`config.mk`:
```
export PLATFORM = sky130hd
export DESIGN_NAME = fifo_control
export DESIGN_NICKNAME = d
export VERILOG_FILES = /design/src/rtl/fifo_control.sv
export SDC_FILE = /design/constraint.sdc
export NUM_CORES = 1
export LEC_CHECK = 0
export ABC_CLOCK_PERIOD_IN_PS = 3900
export BUFFER_PORTS_ARGS = -buffer_cell sky130_fd_sc_hd__buf_4
export CAP_MARGIN = 20
export CORE_AREA = 2 2 39 41
export CTS_BUF_LIST = sky130_fd_sc_hd__clkbuf_8
export DETAILED_ROUTE_END_ITERATION = 10
export DIE_AREA = 0 0 41 43
export PLACE_DENSITY = 0.78
export SLEW_MARGIN = 25
export SYNTH_ARGS = -nofsm -noshare
export SYNTH_HDL_FRONTEND = slang
export SYNTH_SLANG_ARGS = --single-unit
export TNS_END_PERCENT = 5
```
`constraint.sdc`:
```
create_clock -name clk -period 3.9 [get_ports clk]
set_input_delay 0 -clock clk [delete_from_list [all_inputs] [get_ports clk]]
set_output_delay 0 -clock clk [all_outputs]
set_load 0.005 [all_outputs]
```
`src/rtl/fifo_control.sv`:
```
// fifo_control: pointer, occupancy and flag controller for the
// 8-entry transaction-layer FIFO storage array.
module fifo_control #(
   parameter int PTR_W      = 3,
   parameter int ALMOST_FUL = 6,
   parameter int ALMOST_EMP = 2
) (
   input  logic             clk,
   input  logic             reset,
   input  logic             push,
   input  logic             pop,
   output logic             mem_wr_en,
   output logic             mem_rd_en,
   output logic [PTR_W-1:0] wr_ptr,
   output logic [PTR_W-1:0] rd_ptr,
   output logic [PTR_W:0]   count,
   output logic             full,
   output logic             empty,
   output logic             almost_full,
   output logic             almost_empty,
   output logic             data_valid,
   output logic             overflow_err,
   output logic             underflow_err
);

   localparam logic [PTR_W:0] DEPTH_C = {1'b1, {PTR_W{1'b0}}};
   localparam logic [PTR_W:0] AF_C    = (PTR_W+1)'(ALMOST_FUL);
   localparam logic [PTR_W:0] AE_C    = (PTR_W+1)'(ALMOST_EMP);

   logic wr_acc;
   logic rd_acc;

   // flags decode the registered count; acceptance uses pre-update count
   always_comb begin
      full         = (count == DEPTH_C);
      empty        = (count == '0);
      almost_full  = (count >= AF_C);
      almost_empty = (count <= AE_C);
      wr_acc       = push & ~full & ~reset;
      rd_acc       = pop & ~empty & ~reset;
      mem_wr_en    = wr_acc;
      mem_rd_en    = rd_acc;
   end

   // pointer, occupancy, read-valid pipeline and sticky error state
   always_ff @(posedge clk) begin
      if (reset) begin
         wr_ptr        <= '0;
         rd_ptr        <= '0;
         count         <= '0;
         data_valid    <= 1'b0;
         overflow_err  <= 1'b0;
         underflow_err <= 1'b0;
      end else begin
         if (wr_acc) wr_ptr <= wr_ptr + 1'b1;
         if (rd_acc) rd_ptr <= rd_ptr + 1'b1;
         case ({wr_acc, rd_acc})
            2'b10:   count <= count + 1'b1;
            2'b01:   count <= count - 1'b1;
            default: count <= count;
         endcase
         data_valid    <= rd_acc;
         overflow_err  <= overflow_err | (push & full);
         underflow_err <= underflow_err | (pop & empty);
      end
   end

endmodule
```
==> results of run 1 <==
==> routing by layer <==
| metal | vias up | share of wire | GRT usage |
|---|---|---|---|
| li1 | 284 | - | - |
| met1 | 259 | 0.46 | 0.228 |
| met2 | 20 | 0.44 | 0.253 |
| met3 | 5 | 0.075 | 0.0471 |
| met4 | 0 | 0.029 | 0.120 |
| met5 | - | 0 | 0 |
==> logic make-up after synthesis <==
family	share of synthesized area
AOI/OAI and AO/OA	0.140
buffers and inverters	0.0407
muxes	0.0155
DFF	0.403
adders and majority gates	0.128
xor gates and xnor gates	0.0814
and+or+nand+nor	0.192
==> report_power, final <==
group	internal, W	leakage [nW]	switching (W)
combinational	0.0000459	0.296	0.0000370
sequential	0.000145	0.106	0.0000165
clock	0.0000696	0.0269	0.0000497
total	0.000260	0.428	0.000103
==> final cells by class <==
cell class | count | area (um2) | area share
Clock buffer | 3 | 41.3 | 0.0473
Clock inverter | 1 | 3.75 | 0.00430
Inverter | 6 | 22.5 | 0.0258
Multi-Input combinational cell | 50 | 359 | 0.412
Sequential cell | 13 | 260 | 0.298
Tap cell | 16 | 20.0 | 0.0230
Timing Repair Buffer | 22 | 165 | 0.189
==> final timing paths <==
check / start / end / slack, ps / cells after the start
max: count[3]$_SDFFE_PP0P_ / count[3]$_SDFFE_PP0P_ / 1150 / 9
min: push / overflow_err$_SDFF_PP0_ / 10 / 3
max reg2reg: count[3]$_SDFFE_PP0P_ / count[3]$_SDFFE_PP0P_ / 1150 / 9
min reg2reg: overflow_err$_SDFF_PP0_ / overflow_err$_SDFF_PP0_ / 460 / 2
==> registers in the layout (all words and copies together) (netlist names) <==
signal / cells
count: 4
rd_ptr: 3
wr_ptr: 3
data_valid: 1
overflow_err: 1
underflow_err: 1
==> through the flow <==
stage,setup WS (ps),instances,hold WS [ps]
6_report,1150,111,13.0
5_1_grt,999,111,46.3
4_1_cts,1160,111,13.2
3_5_place_dp,1180,107,268
3_3_place_gp,1250,107,257
2_1_floorplan,1350,70,69.1
==> cells in the mapped netlist <==
master / instances / area share
dfxtp_1: 13 / 0.40
or4_1: 1 / 0.012
nand3_2: 1 / 0.016
nor4_1: 1 / 0.0097
a21o_1: 1 / 0.012
o41ai_4: 1 / 0.043
nor2_1: 15 / 0.087
clkbuf_1: 1 / 0.0058
fa_1: 1 / 0.031
or2_2: 1 / 0.0097
xor2_1: 5 / 0.068
ha_1: 5 / 0.097
inv_1: 6 / 0.035
a21oi_1: 8 / 0.062
nand3_1: 2 / 0.016
nand2_1: 2 / 0.012
and3_1: 1 / 0.0097
xnor2_1: 1 / 0.014
o31ai_1: 1 / 0.012
a211oi_1: 1 / 0.012
mux2i_1: 1 / 0.016
or4b_4: 1 / 0.021
==> worst max-delay path, cell delays in order, from the launching register on <==
cell,delay [ps]
dfxtp_1,510
or4b_4,530
nand2_1,130
or2_2,130
ha_1,190
ha_1,280
a21oi_1,190
a21oi_1,110
or4_1,470
a21oi_1,140
==> flow_summary.json, run 1 <==
{
  "arrival_ps": 2930,
  "grt_pass1_wl_um": 2090,
  "hold_path.class": "in -> reg",
  "syn2layout_area_growth_pct": 35.1,
  "min_period_ps": 2750,
  "antenna_found_initial": 0,
  "viasPerCell": 5.12,
  "grt_overflow_total": 0,
  "start_util": 0.467,
  "drtAntennaViolNets": 0,
  "post_cts_resized": 0,
  "setup_viol": 0,
  "rows": 14,
  "critical_path.max_fanout": 8,
  "cts_tree": "done",
  "grt_max_degree": 16,
  "drive_gt1_frac": 0.305,
  "grt_pass1_vias": 509,
  "worstPathRequired_ps": 4080,
  "final_nets": 106,
  "rsz0062_at_grt": "no",
  "final_cell_mix": "buf_4, nor2_1, dfxtp_1",
  "worstSetupStartpointType": "flop",
  "skew_ps": 5.77,
  "ys_seq_area_frac": 0.403,
  "yosysWarnings": 0,
  "root_buffer": "clkbuf_8",
  "drc": 0,
  "core-area_um2": 1380,
  "fin_util": 0.630,
  "status": "complete, no violations",
  "clock_tree.buffer_depth": 2,
  "hold_violations": 0,
  "vias": 568,
  "maxCapViolations": 0,
  "max-slew-margin-rel": 0.719,
  "tns_ps": 0,
  "vdd_drop_max_mv": 0.236,
  "fin_crit_sh": 0.705,
  "io_pins": 23,
  "diodes": 0,
  "die-height_um": 43,
  "die_w_um": 41,
  "path_clk_slew_ps": 60,
  "netlist_instances": 70,
  "endpoint_kind": "flop",
  "wl_per_cell_um": 11.6,
  "drv_slew": 0,
  "synth_cell_types": 22,
  "power.density_nw_per_um2": 417,
  "final_common_cell": "buf_4",
  "dieArea_um2": 1760,
  "drt_iter0_drc": 11,
  "cts_sinks": 13,
  "tightest_slew_ps": 420,
  "synthesis.nets": 80,
  "routed_wl_um": 1290,
  "port_buffers": 22,
  "setup.worst_path.class": "reg -> reg",
  "dpl.hpwl_um": 968,
  "dr.pass1.iters": 4,
  "grt_use_total": 0.179,
  "fin_area_um2": 872,
  "fill_cells": 131,
  "placed_area_um2": 827,
  "post_cts_buffers": 0,
  "numCtsBuffers": 3,
  "ys_ff_latch": 13,
  "place_congestion": 0.854,
  "cts_max_level": 1,
  "clk_latency_ps": 250,
  "synthesis.area_um2": 646,
  "clock.fmax_ghz": 0.364,
  "cts_hold_buf": 0,
  "syn_avg_cell_area_um2": 9.22,
  "leakage_nw": 0.428,
  "power_w": 0.000363
}
(Power assumes the default switching activity.)
==> run 2, diff against run 1 <==
--- a/config.mk
+++ b/config.mk
@@ -5,14 +5,14 @@
 export SDC_FILE = /design/constraint.sdc
 export NUM_CORES = 1
 export LEC_CHECK = 0
-export ABC_CLOCK_PERIOD_IN_PS = 3900
+export ABC_CLOCK_PERIOD_IN_PS = 2350
 export BUFFER_PORTS_ARGS = -buffer_cell sky130_fd_sc_hd__buf_4
 export CAP_MARGIN = 20
-export CORE_AREA = 2 2 39 41
+export CORE_MARGIN = 2
+export CORE_UTILIZATION = 45
 export CTS_BUF_LIST = sky130_fd_sc_hd__clkbuf_8
 export DETAILED_ROUTE_END_ITERATION = 10
-export DIE_AREA = 0 0 41 43
-export PLACE_DENSITY = 0.78
+export PLACE_DENSITY = 0.76
 export SLEW_MARGIN = 25
 export SYNTH_ARGS = -nofsm -noshare
 export SYNTH_HDL_FRONTEND = slang
==> constraint.sdc (replaced) <==
create_clock -name clk -period 2.35 [get_ports clk]
set_input_delay 0 -clock clk [delete_from_list [all_inputs] [get_ports clk]]
set_output_delay 0 -clock clk [all_outputs]
set_load 0.005 [all_outputs]
==> run 2 against run 1 <==
Against the previous run:
- setup slack got worse by 1100 ps
- non-clock buffer count rose by 12
- largest power group unchanged
- sequential power grew 59%
- final cell count up 9.9%
- total power up 80%
- core utilization is 15 points higher
==> flow_summary.json, run 2 (synthesis results as in run 1) <==
{
  "final_nets": 118,
  "grt_pass1_wl_um": 2750,
  "setup.worst_path.class": "reg -> reg",
  "antenna_found_initial": 0,
  "start_util": 0.490,
  "cts_tree": "done",
  "final_common_cell": "buf_4",
  "root_buffer": "clkbuf_8",
  "dpl.hpwl_um": 1120,
  "diodes": 0,
  "fill_cells": 89,
  "multi_input_area_um2": 420,
  "clk_latency_ps": 250,
  "tightest_slew_ps": 353,
  "cp_num_buf_inv": 0,
  "arrival_ps": 2510,
  "fin_crit_sh": 0.996,
  "dieArea_um2": 1750,
  "stdcell_count": 122,
  "hold_path.class": "in -> reg",
  "path_clk_slew_ps": 60,
  "cp.depth": 9,
  "grt_pass1_vias": 632,
  "setup_viol": 0,
  "endpoint_kind": "flop",
  "grt_max_degree": 16,
  "min_path_cells": 3,
  "drv_slew": 0,
  "slowest_delay_ps": 540,
  "core-area_um2": 1320,
  "place_inst": 114,
  "vias": 624,
  "io_pins": 23,
  "drt_iter0_drc": 14,
  "clock_tree.buffer_depth": 2,
  "cts_max_level": 1,
  "largest_register_ffs": 4,
  "rows": 13,
  "worstSetupStartpointType": "flop",
  "cp_cell_sequence": "or4b_4 -> nand2_2 -> or2_4 -> ha_4 -> ha_4 -> a21oi_2 -> a21oi_1 -> or4_4 -> a21oi_2",
  "place_congestion": 0.825,
  "skew_ps": 7.75,
  "rsz0062_at_grt": "yes",
  "crit_family": "simple AND/OR/NAND/NOR gates",
  "min_period_ps": 2340,
  "status": "complete, no violations",
  "final_cell_mix": "buf_4, nor2_1, dfxtp_1",
  "routed_wl_um": 1570,
  "drtAntennaViolNets": 0,
  "placed_area_um2": 925,
  "dr.pass1.iters": 4,
  "cts_sinks": 13,
  "drive_gt1_frac": 0.505,
  "top_regs": "count x4, rd_ptr x3, wr_ptr x3",
  "grt_use_total": 0.206,
  "die_w_um": 41.9,
  "wl_per_cell_um": 12.8,
  "rr_worst_depth": 9,
  "syn2layout_area_growth_pct": 60.1,
  "die-height_um": 41.9,
  "leakage_nw": 0.492,
  "port_buffers": 22,
  "power.density_nw_per_um2": 633,
  "hold_violations": 0,
  "max-slew-margin-rel": 0.762,
  "numCtsBuffers": 3,
  "grt_overflow_total": 0,
  "worstPathRequired_ps": 2520,
  "critical_path.max_fanout": 3,
  "regMostFlops": "count",
  "vdd_drop_max_mv": 0.432,
  "drc": 0,
  "seq_area_um2": 268,
  "fin_area_um2": 1030,
  "maxCapViolations": 0,
  "critical_path.slowest_cell": "or4b_4",
  "viasPerCell": 5.11,
  "clock.fmax_ghz": 0.427
}
-- run 2: cell count changes in the layout (fill, tap and decap cells not counted), moves of 2 or more --
| cell | previous run | this run |
|---|---|---|
| dfxtp_1 | 13 | 9 |
| a21oi_1 | 8 | 6 |
| dfxtp_2 | 0 | 3 |
| buf_4 | 22 | 33 |
| ha_1 | 5 | 2 |
| ha_4 | 0 | 3 |
| a21oi_2 | 0 | 2 |
-- run 2: where the power goes --
| group | switching [W] | internal (W) | total [W] | leakage, nW |
|---|---|---|---|---|
| sequential | 0.0000156 | 0.000241 | 0.000256 | 0.108 |
| combinational | 0.0000891 | 0.000112 | 0.000201 | 0.357 |
| clock | 0.0000809 | 0.000115 | 0.000196 | 0.0269 |
-- run 2: what timing repair did --
item	in CTS	in global routing
endpoints found under the setup margin	1	2
pin swaps	6	0
hold buffers	0	0
gates resized for setup	6	1
buffers inserted	4	0
gates cloned	0	0
-- run 2: through the flow --
step,hold WS [ps],util,setup WS (ps),total power [W],TNS (ps)
finish,26.0,0.784,10.2,0.000654,0
global route,37.6,0.784,-43.0,0.000690,-51.5
CTS,24.3,0.783,25.2,0.000659,0
detailed placement,261,0.702,14.3,0.000445,0
global placement,265,0.702,73.2,0.000438,0
floorplan,61.7,-,7.74,0.000356,0
-- run 2: worst paths after layout --
check                                               end  slack (ps)                    start
worst min register to register  overflow_err$_SDFF_PP0_         470  overflow_err$_SDFF_PP0_
worst min-delay path            overflow_err$_SDFF_PP0_          30                     push
worst max-delay path              count[3]$_SDFFE_PP0P_          10    count[1]$_SDFFE_PP0P_
worst max register to register    count[3]$_SDFFE_PP0P_          10    count[1]$_SDFFE_PP0P_
-- run 2: area by class of cell --
class	instances	area share
clock inverters	1	0.00363
multi-input cells	50	0.407
clock buffers	3	0.0400
flip-flops and latches	13	0.259
repair buffers	34	0.251
well taps	15	0.0182
inverters	6	0.0218
-- run 2: worst register-to-register path: cells and delay by family, from the launching register on --
kind	cells	cell delay, ps
simple gates	4	1170
compound gates	3	400
fa+ha+maj	2	380
flops	1	320
-- run 2: routing by layer --
layer	up-vias	part of all wire	global-route usage
met5	-	0	0
met2	28	0.46	0.338
li1	310	-	-
met3	2	0.074	0.0609
met1	284	0.45	0.243
met4	0	0.0096	0.0968
